### src/rtl/cpu_pipe_pkg.sv
// Shared pipeline definitions for the term-project CPU.
// Holds default widths, the EX/MEM register state enum, and the EX/MEM
// control bundle together with its all-zero bubble value.
package cpu_pipe_pkg;

  localparam int DATA_W_DEF = 16;
  localparam int REG_W_DEF  = 4;

  // RUN: memory ready, register advances. HOLD: memory busy, register frozen.
  typedef enum logic {
    RUN  = 1'b0,
    HOLD = 1'b1
  } exmem_state_t;

  // Control fields carried from EX into MEM.
  typedef struct packed {
    logic valid;
    logic mem_read;
    logic mem_write;
    logic reg_write;
  } exmem_ctrl_t;

  // A bubble carries no side effects.
  localparam exmem_ctrl_t EXMEM_BUBBLE = '{valid: 1'b0, mem_read: 1'b0,
                                           mem_write: 1'b0, reg_write: 1'b0};

  // An invalid EX instruction must never write memory or registers,
  // so every control bit is qualified by the valid flag.
  function automatic exmem_ctrl_t qualify_ctrl(
    input logic valid,
    input logic mem_read,
    input logic mem_write,
    input logic reg_write
  );
    exmem_ctrl_t c;
    c.valid     = valid;
    c.mem_read  = valid & mem_read;
    c.mem_write = valid & mem_write;
    c.reg_write = valid & reg_write;
    return c;
  endfunction

endpackage

### src/rtl/sat_counter.sv
// Saturating up-counter: increments on inc, sticks at all-ones,
// cleared by synchronous active-high reset.
module sat_counter #(
  parameter int CNT_W = 16
) (
  input  logic             clk,
  input  logic             reset,
  input  logic             inc,
  output logic [CNT_W-1:0] count
);

  logic [CNT_W-1:0] count_q;
  logic [CNT_W-1:0] count_d;

  // Next count: advance only while below the saturation point.
  always_comb begin
    count_d = count_q;
    if (inc && (count_q != {CNT_W{1'b1}})) begin
      count_d = count_q + {{(CNT_W-1){1'b0}}, 1'b1};
    end
  end

  // Counter register with synchronous clear.
  always_ff @(posedge clk) begin
    if (reset) begin
      count_q <= '0;
    end else begin
      count_q <= count_d;
    end
  end

  assign count = count_q;

endmodule

### src/rtl/ex_mem_stage_reg.sv
// EX/MEM pipeline register.
// Captures execute-stage results every ready cycle, loads a bubble on a
// load-use stall or branch flush, and freezes while data memory is busy.
// A flush that arrives during a freeze is remembered and applied on the
// first ready edge.
// Optional feature: define EXMEM_STATS_EN to add saturating stall and
// bubble counters (parameter CNT_W, ports stall_count/bubble_count).
module ex_mem_stage_reg
  import cpu_pipe_pkg::*;
#(
  parameter int DATA_W = DATA_W_DEF,
  parameter int REG_W  = REG_W_DEF
`ifdef EXMEM_STATS_EN
  ,
  parameter int CNT_W  = 16
`endif
) (
  input  logic              clk,
  input  logic              reset,
  input  logic              stall,
  input  logic              flush,
  input  logic              mem_ready,
  input  logic              ex_valid,
  input  logic              ex_mem_read,
  input  logic              ex_mem_write,
  input  logic              ex_reg_write,
  input  logic [REG_W-1:0]  ex_reg_op1,
  input  logic [DATA_W-1:0] ex_alu_result,
  input  logic [DATA_W-1:0] ex_store_data,
  output logic              EXMEMValid,
  output logic              EXMEMMemRead,
  output logic              EXMEMMemWrite,
  output logic              EXMEMRegWrite,
  output logic [REG_W-1:0]  EXMEMRegOp1,
  output logic [DATA_W-1:0] EXMEMAluResult,
  output logic [DATA_W-1:0] EXMEMStoreData,
  output logic              ex_hold
`ifdef EXMEM_STATS_EN
  ,
  output logic [CNT_W-1:0]  stall_count,
  output logic [CNT_W-1:0]  bubble_count
`endif
);

  // ---------------------------------------------------------------------
  // RUN/HOLD tracking (informational; the datapath keys off mem_ready)
  // ---------------------------------------------------------------------
  exmem_state_t state_q;
  exmem_state_t state_d;

  // State register.
  always_ff @(posedge clk) begin
    if (reset) begin
      state_q <= RUN;
    end else begin
      state_q <= state_d;
    end
  end

  // Next state: follow memory readiness from either state.
  always_comb begin
    state_d = state_q;
    case (state_q)
      RUN:     if (!mem_ready) state_d = HOLD;
      HOLD:    if (mem_ready)  state_d = RUN;
      default: state_d = RUN;
    endcase
  end

  // Freeze request to upstream stages has zero latency from mem_ready.
  always_comb begin
    ex_hold = !mem_ready;
  end

  // ---------------------------------------------------------------------
  // Pipeline register datapath
  // ---------------------------------------------------------------------
  exmem_ctrl_t       ctrl_q,       ctrl_d;
  logic [REG_W-1:0]  reg_op1_q,    reg_op1_d;
  logic [DATA_W-1:0] alu_result_q, alu_result_d;
  logic [DATA_W-1:0] store_data_q, store_data_d;
  logic              flush_pending_q, flush_pending_d;
  logic              load_bubble;

  // A bubble replaces the capture only on edges where memory lets us move;
  // stall and flush together still produce exactly one bubble.
  assign load_bubble = mem_ready & (flush | flush_pending_q | stall);

  // Next register contents: hold, bubble, or capture, in that priority.
  always_comb begin
    ctrl_d          = ctrl_q;
    reg_op1_d       = reg_op1_q;
    alu_result_d    = alu_result_q;
    store_data_d    = store_data_q;
    flush_pending_d = flush_pending_q;
    if (!mem_ready) begin
      // Frozen: remember a flush so it is not lost; stall is dropped since
      // the hazard unit re-evaluates once the hold ends.
      flush_pending_d = flush_pending_q | flush;
    end else if (load_bubble) begin
      ctrl_d          = EXMEM_BUBBLE;
      reg_op1_d       = '0;
      alu_result_d    = '0;
      store_data_d    = '0;
      flush_pending_d = 1'b0;
    end else begin
      ctrl_d          = qualify_ctrl(ex_valid, ex_mem_read, ex_mem_write, ex_reg_write);
      reg_op1_d       = ex_reg_op1;
      alu_result_d    = ex_alu_result;
      store_data_d    = ex_store_data;
      flush_pending_d = 1'b0;
    end
  end

  // Pipeline register with synchronous clear.
  always_ff @(posedge clk) begin
    if (reset) begin
      ctrl_q          <= EXMEM_BUBBLE;
      reg_op1_q       <= '0;
      alu_result_q    <= '0;
      store_data_q    <= '0;
      flush_pending_q <= 1'b0;
    end else begin
      ctrl_q          <= ctrl_d;
      reg_op1_q       <= reg_op1_d;
      alu_result_q    <= alu_result_d;
      store_data_q    <= store_data_d;
      flush_pending_q <= flush_pending_d;
    end
  end

  assign EXMEMValid     = ctrl_q.valid;
  assign EXMEMMemRead   = ctrl_q.mem_read;
  assign EXMEMMemWrite  = ctrl_q.mem_write;
  assign EXMEMRegWrite  = ctrl_q.reg_write;
  assign EXMEMRegOp1    = reg_op1_q;
  assign EXMEMAluResult = alu_result_q;
  assign EXMEMStoreData = store_data_q;

`ifdef EXMEM_STATS_EN
  // ---------------------------------------------------------------------
  // Statistics: stalls are counted only when they can act (memory ready).
  // ---------------------------------------------------------------------
  logic stall_inc;
  assign stall_inc = stall & mem_ready;

  sat_counter #(.CNT_W(CNT_W)) u_stall_cnt (
    .clk   (clk),
    .reset (reset),
    .inc   (stall_inc),
    .count (stall_count)
  );

  sat_counter #(.CNT_W(CNT_W)) u_bubble_cnt (
    .clk   (clk),
    .reset (reset),
    .inc   (load_bubble),
    .count (bubble_count)
  );
`endif

endmodule

### config.mk
export PLATFORM = sky130hd
export DESIGN_NAME = ex_mem_stage_reg
export DESIGN_NICKNAME = d
export VERILOG_FILES = /design/src/rtl/cpu_pipe_pkg.sv /design/src/rtl/sat_counter.sv /design/src/rtl/ex_mem_stage_reg.sv
export SDC_FILE = /design/constraint.sdc
export NUM_CORES = 1
export LEC_CHECK = 0
export ABC_AREA = 0
export BUFFER_PORTS_ARGS = -buffer_cell sky130_fd_sc_hd__buf_2
export CAP_MARGIN = 0
export CORE_AREA = 2 2 70 72
export DETAILED_ROUTE_END_ITERATION = 6
export DIE_AREA = 0 0 72 74
export PLACE_DENSITY = 0.69
export SETUP_SLACK_MARGIN = 0.02
export SLEW_MARGIN = 10
export SYNTH_ARGS = -nofsm -noshare
export SYNTH_HDL_FRONTEND = slang
export SYNTH_SLANG_ARGS = --single-unit
### constraint.sdc
create_clock -name clk -period 3.32 [get_ports clk]
set_clock_uncertainty 0.15 [all_clocks]
set_input_delay 0.332 -clock clk [delete_from_list [all_inputs] [get_ports clk]]
set_output_delay 0.332 -clock clk [all_outputs]
set_load 0.02 [all_outputs]
Word-level counts from Yosys, hierarchy flattened --
Index checks and enable logic that the tools add are counted.
Word-level totals: flip-flop bits (word level) 41, bits of input ports 45, output and inout port bits 41, word-level logic and storage cells 20
Cells by class: mux-type cells 4, bitwise operators 6, reduce and logical (&&, ||, !) cells 2
Operators with widths (count):
- 16-bit 2-to-1 mux | 2
- 4-bit 2-to-1 mux | 2
- 1-bit AND | 4
- 1-bit bitwise OR | 2
- 2-bit OR reduction | 1
- 1-bit logical NOT | 1

Longest topological paths before layout --
Gate-level depths: netlist (run 1).
depth after elaboration 4, depth in mapped cells 5, gate-level depth less buffers 2

Worst setup path after synthesis (run 1) --
OpenSTA, ideal clock, no wires.
kind in2reg, start in mem_ready, end reg store_data_q[2], in the netlist EXMEMStoreData[2], arrival 1063 ps, data required time 3044 ps, slack 1981 ps, stages on the path 4, buffers on the path 2, path through buf_4 -> buf_2 -> mux2i_1 -> nor3_4
On the way: word-level cells in the longest chain between the ends 2
Ends and longest elaborated chain:
- start, declared | line ex_mem_stage_reg.sv:22 | input logic mem_ready,
- 1-bit AND | line ex_mem_stage_reg.sv:87 | assign load_bubble = mem_ready & (flush | flush_pending_q | stall);
- 16-bit 2-to-1 mux | line ex_mem_stage_reg.sv:100 | end else if (load_bubble) begin
- end signal, assigned | line ex_mem_stage_reg.sv:127 | store_data_q <= store_data_d;
- end, declared | line ex_mem_stage_reg.sv:81 | logic [DATA_W-1:0] store_data_q, store_data_d;
Parallel ways exist; a longest one is shown, timed or not. A chain may end at the register's enable or synchronous reset.

Worst setup path after layout (run 1) --
start in mem_ready, end out ex_hold
On the way: word-level cells in the longest chain between the ends 1
Ends and longest elaborated chain:
- 1-bit logical NOT
- end, declared | line ex_mem_stage_reg.sv:37 | output logic ex_hold
Every way passes these cells.

==> results_tabular.tex, run 1 <==
\begin{tabular}{lr}
\hline
Metric & Value \\
\hline
\multicolumn{2}{l}{\textbf{Run status}} \\
\quad Result of the run & completed \\
\multicolumn{2}{l}{\textbf{Clocking}} \\
\quad Later-pin clock latency in the skew report & 280 ps \\
\quad Clk pin slew, worst setup/hold paths & 70 ps \\
\quad TritonCTS clock tree & yes \\
\quad Buffer type at the clock tree root & clkbuf\_8 \\
\quad Number of sinks on the clock net & 41 \\
\quad Hold\_buf cts & 0 \\
\quad Number of buffers on the longest clock path & 2 \\
\quad H-tree levels & 2 \\
\quad Total clock buffers created by CTS & 5 \\
\quad Setup fix buffers added after clock tree synthesis & 0 \\
\quad Post-CTS sizing & 0 \\
\multicolumn{2}{l}{\textbf{Die}} \\
\quad Die width & 72 um \\
\quad Cell row count & 25 \\
\quad Die Area & 5328 um\^{}2 \\
\quad Effective utilization at floorplan & 38.20\% \\
\quad Area of the core & 4598 um\^{}2 \\
\quad \# IOs & 86 \\
\quad Height of the die & 74 um \\
\multicolumn{2}{l}{\textbf{Power and ir drop}} \\
\quad Pwr/cell area & 443.7 nW/um\^{}2 \\
\quad Leakage power & 0.001111 uW \\
\quad Peak supply drop & 0.2287 mV \\
\multicolumn{2}{l}{\textbf{GRT}} \\
\quad Pin count of the biggest net entering global routing & 46 \\
\quad Number of antenna violations at the first check in global routing & 0 \\
\quad Total overflow reported by the global router & 0 \\
\quad Wire length of the first global-routing pass & 5685 um \\
\quad Total routing usage reported by global routing & 13.82\% \\
\quad Vias in the first global route & 1288 \\
\multicolumn{2}{l}{\textbf{Placed design}} \\
\quad Count of input and output buffers & 85 \\
\quad Routability congestion estimate & 0.7210 \\
\quad Detail Placement HPWL & 2486 um \\
\multicolumn{2}{l}{\textbf{Timing}} \\
\quad Number of max-slew violations in the final report & 0 \\
\quad Worst slew margin relative to its limit & 24.31\% \\
\quad Share of the clock period used by the worst path & 51.94\% \\
\quad Top achievable clock speed & 579.9 MHz \\
\quad Count of endpoints failing setup in the final report & 0 \\
\quad Final Hold Fails & 0 \\
\quad Minimum clock period & 1724 ps \\
\quad Final-layout setup total negative slack & 0 ps \\
\quad Setup repair after global routing missed its margin & false \\
\quad Slew @ Worst Pin & 1135 ps \\
\multicolumn{2}{l}{\textbf{Cells and area}} \\
\quad Fin nets & 265 \\
\quad Leading cell type in the layout, fill and taps excluded & buf\_2 \\
\quad Highest-count cells in the layout ignoring fill and taps & buf\_2 (85), dfxtp\_1 (41), mux2i\_1 (37) \\
\quad Share of cells above drive strength 1 & 56.11\% \\
\quad Antenna fix cells & 0 \\
\quad Area Overhead vs Synth & 26.42\% \\
\quad Core occupancy in the finished layout & 48.30\% \\
\multicolumn{2}{l}{\textbf{Detailed routing}} \\
\quad Violation count after the first detailed-route iteration & 35 \\
\quad Via/cell ratio & 4.691 \\
\quad Total via count after detailed routing & 1290 \\
\quad Remaining DRCs & 0 \\
\quad Total Routed Length & 3504 um \\
\quad Routed wirelength normalized by instance count & 12.74 um \\
\quad DR pass1 iterations & 2 \\
\quad Routed Antenna Nets & 0 \\
\multicolumn{2}{l}{\textbf{Setup path}} \\
\quad RR Startpoint & flush\_pending\_q \\
\quad Required arrival time at the worst endpoint & 2840 ps \\
\quad R2R Setup Slk & 1630 ps \\
\quad Crit-path max FO & 45 \\
\quad Critical Path, Cell by Cell & buf\_2, buf\_4, inv\_1, buf\_2 \\
\quad Register-to-Register Path Depth & 2 \\
\quad Worst path buffer plus inverter count & 4 \\
\quad Crit Path Class & in -> out \\
\quad Reg-to-Reg End & EXMEMAluResult[8] \\
\quad Critical Path Source Type & input port \\
\quad Critical-path cell with the highest stage delay & buf\_4 \\
\quad Element type at the critical path end & primary output \\
\quad Cell with the most instances on the worst path & buf\_2 \\
\quad Dominant delay contributor by cell family on the critical path & buffers and inverters \\
\quad Peak per-stage delay on the critical path & 550 ps \\
\quad Worst EP arrival & 1240 ps \\
\multicolumn{2}{l}{\textbf{Yosys}} \\
\quad Post-synthesis cell count & 140 \\
\quad Leading area contributor after synthesis & dfxtp\_1 \\
\quad Synth Register Bits & 41 \\
\quad Distinct cell type count of the synthesized netlist & 16 \\
\quad Fraction of synthesized cell area taken by the top area cell type & 46.72\% \\
\quad Sequential fraction of the synthesis area & 46.72\% \\
\quad Synth Area per Inst & 12.55 um\^{}2 \\
\quad Post-synthesis instance area & 1757 um\^{}2 \\
\quad Top post-synthesis cells by area & dfxtp\_1 (47\%), mux2i\_1 (21\%), nor3\_2 (15\%) \\
\quad Synthesized Nets & 185 \\
\quad Total of warnings raised by yosys & 0 \\
\multicolumn{2}{l}{\textbf{Worst hold path}} \\
\quad Min-delay worst type & in -> reg \\
\quad Number of stages on the worst hold path & 2 \\
\quad Worst min-delay path endpoint & EXMEMMemRead \\
\quad Worst min-delay path startpoint & ex\_mem\_read \\
\multicolumn{2}{l}{\textbf{Flow run}} \\
\quad Max-cap violations & 0 \\
\hline
\end{tabular}
## final cells by class
| cell class | count | area, um^2 |
|---|---|---|
| Sequential cell | 41 | 820.8 |
| Inverter | 1 | 3.754 |
| Fill cell | 445 | 2377 |
| Clock buffer | 8 | 80.08 |
| Timing Repair Buffer | 87 | 440.4 |
| Multi-Input combinational cell | 84 | 808.3 |
| Tap cell | 54 | 67.56 |
## Yosys cell counts, drive strengths merged
cell type	number
nor4	1
a41o	3
nor3	38
nor2	1
buf	13
dfxtp	41
inv	1
nor3b	3
mux2i	37
clkbuf	1
o31a	1
## report_power, final
| group | switching, uW | leakage, uW | internal, uW |
|---|---|---|---|
| clock | 153 | 0.0000395 | 149 |
| combinational | 96.0 | 0.000736 | 65.2 |
| sequential | 9.71 | 0.000335 | 512 |
## through the flow
step / cells / hold slack [ps] / setup slack, ps / total power, uW / area [um^2]
2_1_floorplan: 140 / 324.5 / 1981 / 652.9 / 1757
3_3_place_gp: 267 / 341.1 / 1539 / 696.1 / 2141
3_5_place_dp: 267 / 339.2 / 1491 / 697.1 / 2141
4_1_cts: 275 / 146.2 / 1575 / 1003 / 2221
5_1_grt: 275 / 145.2 / 1456 / 1042 / 2221
6_report: 275 / 158.9 / 1596 / 985.5 / 2221
## worst max-delay path by stage
stage	startpoint	endpoint	slack, ps	cells after the start
final	mem_ready	ex_hold	1600	4
after global routing	flush_pending_q	EXMEMAluResult[8]	1460	2
after CTS	flush_pending_q	EXMEMAluResult[8]	1570	2
after detailed placement	flush	EXMEMAluResult[8]	1490	3
after global placement	flush	EXMEMAluResult[9]	1540	3
after floorplan	mem_ready	EXMEMStoreData[2]	1980	4
## sequential cells by signal, summed over array words and instances, names as in the netlist
signal / count
EXMEMMemWrite: 1
EXMEMValid: 1
EXMEMMemRead: 1
EXMEMAluResult: 16
EXMEMRegWrite: 1
EXMEMStoreData: 16
EXMEMRegOp1: 4
flush_pending_q: 1
## worst register-to-register path, cell delays in order, from the launching register on
cell and delay, ps:
dfxtp_1 370, o31a_2 890, nor3_1 120
## cell families (layout without fill, tap and decap cells)
kind of cell / Yosys count / in the layout / synth area share (%)
flops: 41 / 41 / 46.72
simple gates: 43 / 43 / 22.65
mux: 37 / 37 / 21.08
buf+inv: 15 / 96 / 7.335
compound gates: 4 / 4 / 2.208
## per-layer routing
| layer | up-vias | GRT usage (%) | routed length, um |
|---|---|---|---|
| li1 | 664 | - | - |
| met1 | 574 | 16.19 | 1487 |
| met2 | 44 | 24.07 | 1728 |
| met3 | 8 | 3.930 | 210 |
| met4 | 0 | 5.451 | 78 |
| met5 | - | 0 | 0 |
(Power assumes the default switching activity.)
==> inputs of run 2 (changes only) <==
--- a/config.mk
+++ b/config.mk
@@ -11,7 +11,7 @@
 export CORE_AREA = 2 2 70 72
 export DETAILED_ROUTE_END_ITERATION = 6
 export DIE_AREA = 0 0 72 74
-export PLACE_DENSITY = 0.69
+export PLACE_DENSITY = 0.72
 export SETUP_SLACK_MARGIN = 0.02
 export SLEW_MARGIN = 10
 export SYNTH_ARGS = -nofsm -noshare
==> constraint.sdc (replaced) <==
create_clock -name clk -period 1.4 [get_ports clk]
set_clock_uncertainty 0.15 [all_clocks]
set_input_delay 0.14 -clock clk [delete_from_list [all_inputs] [get_ports clk]]
set_output_delay 0.14 -clock clk [all_outputs]
set_load 0.02 [all_outputs]
==> run 2 against run 1 <==
Against the previous run: first-iteration DRC count unchanged; setup slack worse by 1500 ps; combinational power rose to 3.0 times the previous value; clock power rose to 3.0 times the previous value; highest routed layer unchanged.
==> results_tabular.tex, run 2 (synthesis gave the netlist of run 1 again) <==
\begin{tabular}{lr}
\hline
Metric & Value \\
\hline
\multicolumn{2}{l}{\textbf{GRT}} \\
\quad Wire length of the first global-routing pass & 6679 um (was 5685 um) \\
\quad Total routing usage reported by global routing & 16.54\% (was 13.82\%) \\
\quad Pin count of the biggest net entering global routing & 26 (was 46) \\
\quad Number of antenna violations at the first check in global routing & 0 (unchanged) \\
\quad Vias in the first global route & 1410 (was 1288) \\
\quad Total overflow reported by the global router & 0 (unchanged) \\
\multicolumn{2}{l}{\textbf{Clocking}} \\
\quad Number of buffers on the longest clock path & 2 (unchanged) \\
\quad TritonCTS clock tree & yes (unchanged) \\
\quad Total clock buffers created by CTS & 5 (unchanged) \\
\quad Later-pin clock latency in the skew report & 280 ps (about the same) \\
\quad Number of sinks on the clock net & 41 (unchanged) \\
\quad Setup fix buffers added after clock tree synthesis & 0 (unchanged) \\
\quad Hold\_buf cts & 31 (was 0) \\
\quad Post-CTS sizing & 0 (unchanged) \\
\quad H-tree levels & 2 (unchanged) \\
\quad Buffer type at the clock tree root & clkbuf\_8 (unchanged) \\
\quad Clk pin slew, worst setup/hold paths & 80 ps (was 70 ps) \\
\multicolumn{2}{l}{\textbf{Detailed routing}} \\
\quad Remaining DRCs & 0 (unchanged) \\
\quad Via/cell ratio & 4.760 (was 4.691) \\
\quad Total Routed Length & 4261 um (was 3504 um) \\
\quad Violation count after the first detailed-route iteration & 35 (unchanged) \\
\quad Routed wirelength normalized by instance count & 13.66 um (was 12.74 um) \\
\quad DR pass1 iterations & 3 (was 2) \\
\quad Total via count after detailed routing & 1485 (was 1290) \\
\quad Routed Antenna Nets & 0 (unchanged) \\
\multicolumn{2}{l}{\textbf{Die}} \\
\quad Area of the core & 4598 um\^{}2 (unchanged) \\
\quad Cell row count & 25 (unchanged) \\
\quad Effective utilization at floorplan & 38.20\% (unchanged) \\
\quad Die Area & 5328 um\^{}2 (unchanged) \\
\quad \# IOs & 86 (unchanged) \\
\quad Die width & 72 um (unchanged) \\
\quad Height of the die & 74 um (unchanged) \\
\multicolumn{2}{l}{\textbf{Timing}} \\
\quad Share of the clock period used by the worst path & 92.24\% \\
\quad Worst slew margin relative to its limit & 72.65\% (was 24.31\%) \\
\quad Final Hold Fails & 0 (unchanged) \\
\quad Final-layout setup total negative slack & 0 ps (unchanged) \\
\quad Count of endpoints failing setup in the final report & 0 (unchanged) \\
\quad Number of max-slew violations in the final report & 0 (unchanged) \\
\quad Setup repair after global routing missed its margin & false (unchanged) \\
\quad Top achievable clock speed & 774.4 MHz \\
\quad Slew @ Worst Pin & 406.8 ps (was 1135 ps) \\
\quad Minimum clock period & 1291 ps \\
\multicolumn{2}{l}{\textbf{Run status}} \\
\quad Result of the run & completed (unchanged) \\
\multicolumn{2}{l}{\textbf{Cells and area}} \\
\quad Highest-count cells in the layout ignoring fill and taps & buf\_2 (85), dfxtp\_1 (41), mux2i\_1 (37) (unchanged) \\
\quad Layout Cell Area excl Fill & 2633 um\^{}2 (was 2221 um\^{}2) \\
\quad Multi-input gate area & 808.3 um\^{}2 (unchanged) \\
\quad Area Overhead vs Synth & 49.86\% (was 26.42\%) \\
\quad Storage cell area & 820.8 um\^{}2 (unchanged) \\
\quad Fin nets & 303 (was 265) \\
\quad Core occupancy in the finished layout & 57.25\% (was 48.30\%) \\
\quad Antenna fix cells & 0 (unchanged) \\
\quad Leading cell type in the layout, fill and taps excluded & buf\_2 (unchanged) \\
\quad Fin cells & 312 (was 275) \\
\quad Share of cells above drive strength 1 & 51.55\% (was 56.11\%) \\
\quad Number of fill cells & 385 (was 445) \\
\multicolumn{2}{l}{\textbf{Setup path}} \\
\quad Crit-path max FO & 13 (was 45) \\
\quad Required arrival time at the worst endpoint & 1460 ps (was 2840 ps) \\
\quad Worst EP arrival & 1350 ps (was 1240 ps) \\
\quad Element type at the critical path end & register (was primary output) \\
\quad Critical Path Source Type & register (was input port) \\
\quad Crit Path Class & reg -> reg (was in -> out) \\
\multicolumn{2}{l}{\textbf{Placed design}} \\
\quad Number of instances in the placed design & 274 (was 267) \\
\quad Detail Placement HPWL & 2764 um (was 2486 um) \\
\quad DP Area & 2218 um\^{}2 (was 2141 um\^{}2) \\
\quad Routability congestion estimate & 0.7551 (was 0.7210) \\
\quad Count of input and output buffers & 85 (unchanged) \\
\multicolumn{2}{l}{\textbf{Power and ir drop}} \\
\quad Pwr/cell area & 996.0 nW/um\^{}2 (was 443.7 nW/um\^{}2) \\
\quad Peak supply drop & 0.5645 mV (was 0.2287 mV) \\
\quad Leakage power & 0.001297 uW (was 0.001111 uW) \\
\multicolumn{2}{l}{\textbf{Flow run}} \\
\quad Max-cap violations & 0 (unchanged) \\
\multicolumn{2}{l}{\textbf{Worst hold path}} \\
\quad Min-delay worst type & in -> reg (unchanged) \\
\hline
\end{tabular}
## run 2: where the power goes
group	internal [uW]	leakage (uW)	switching [uW]
registers	1210	0.000335	24.4
logic	233	0.000909	250
clock network	518	0.0000540	384
## run 2: final cells by class
type | instances | area share (%)
Inverter | 1 | 0.1426
Timing Repair Buffer | 125 | 31.46
Clock buffer | 5 | 2.614
Multi-Input combinational cell | 84 | 30.70
Sequential cell | 41 | 31.18
Tap cell | 54 | 2.567
Clock inverter | 2 | 1.331
## run 2: path summary, 6_finish.rpt
path                    start                end  slack (ps)  cells after the start
max           flush_pending_q  EXMEMAluResult[5]         110                      3
min          ex_alu_result[8]  EXMEMAluResult[8]           7                      3
max reg2reg   flush_pending_q  EXMEMAluResult[5]         110                      3
min reg2reg    EXMEMRegOp1[0]     EXMEMRegOp1[0]         370                      2
## run 2: worst max-delay path, stage by stage (launching register included)
cell and delay (ps):
dfxtp_1 340, o31a_2 320, buf_4 220, nor3_2 190
## run 2: per-stage QoR
step | hold slack [ps] | power [uW] | setup slack, ps
finish | 7.158 | 2622 | 108.7
global placement | 243.1 | 1676 | 183.1
floorplan | 152.7 | 1548 | 216.1
global route | 25.62 | 2739 | 43.95
detailed placement | 243.7 | 1681 | 144.8
CTS | 1.050 | 2647 | 125.1
## run 2: routing by layer
metal | share of wire (%) | wire (um) | vias to the layer above | GRT usage [%]
met1 | 41 | 1768 | 689 | 18.87
li1 | - | - | 739 | -
met5 | 0 | 0 | - | 0
met3 | 4.9 | 209 | 8 | 4.472
met2 | 51 | 2193 | 49 | 29.53
met4 | 2.1 | 90 | 0 | 6.709
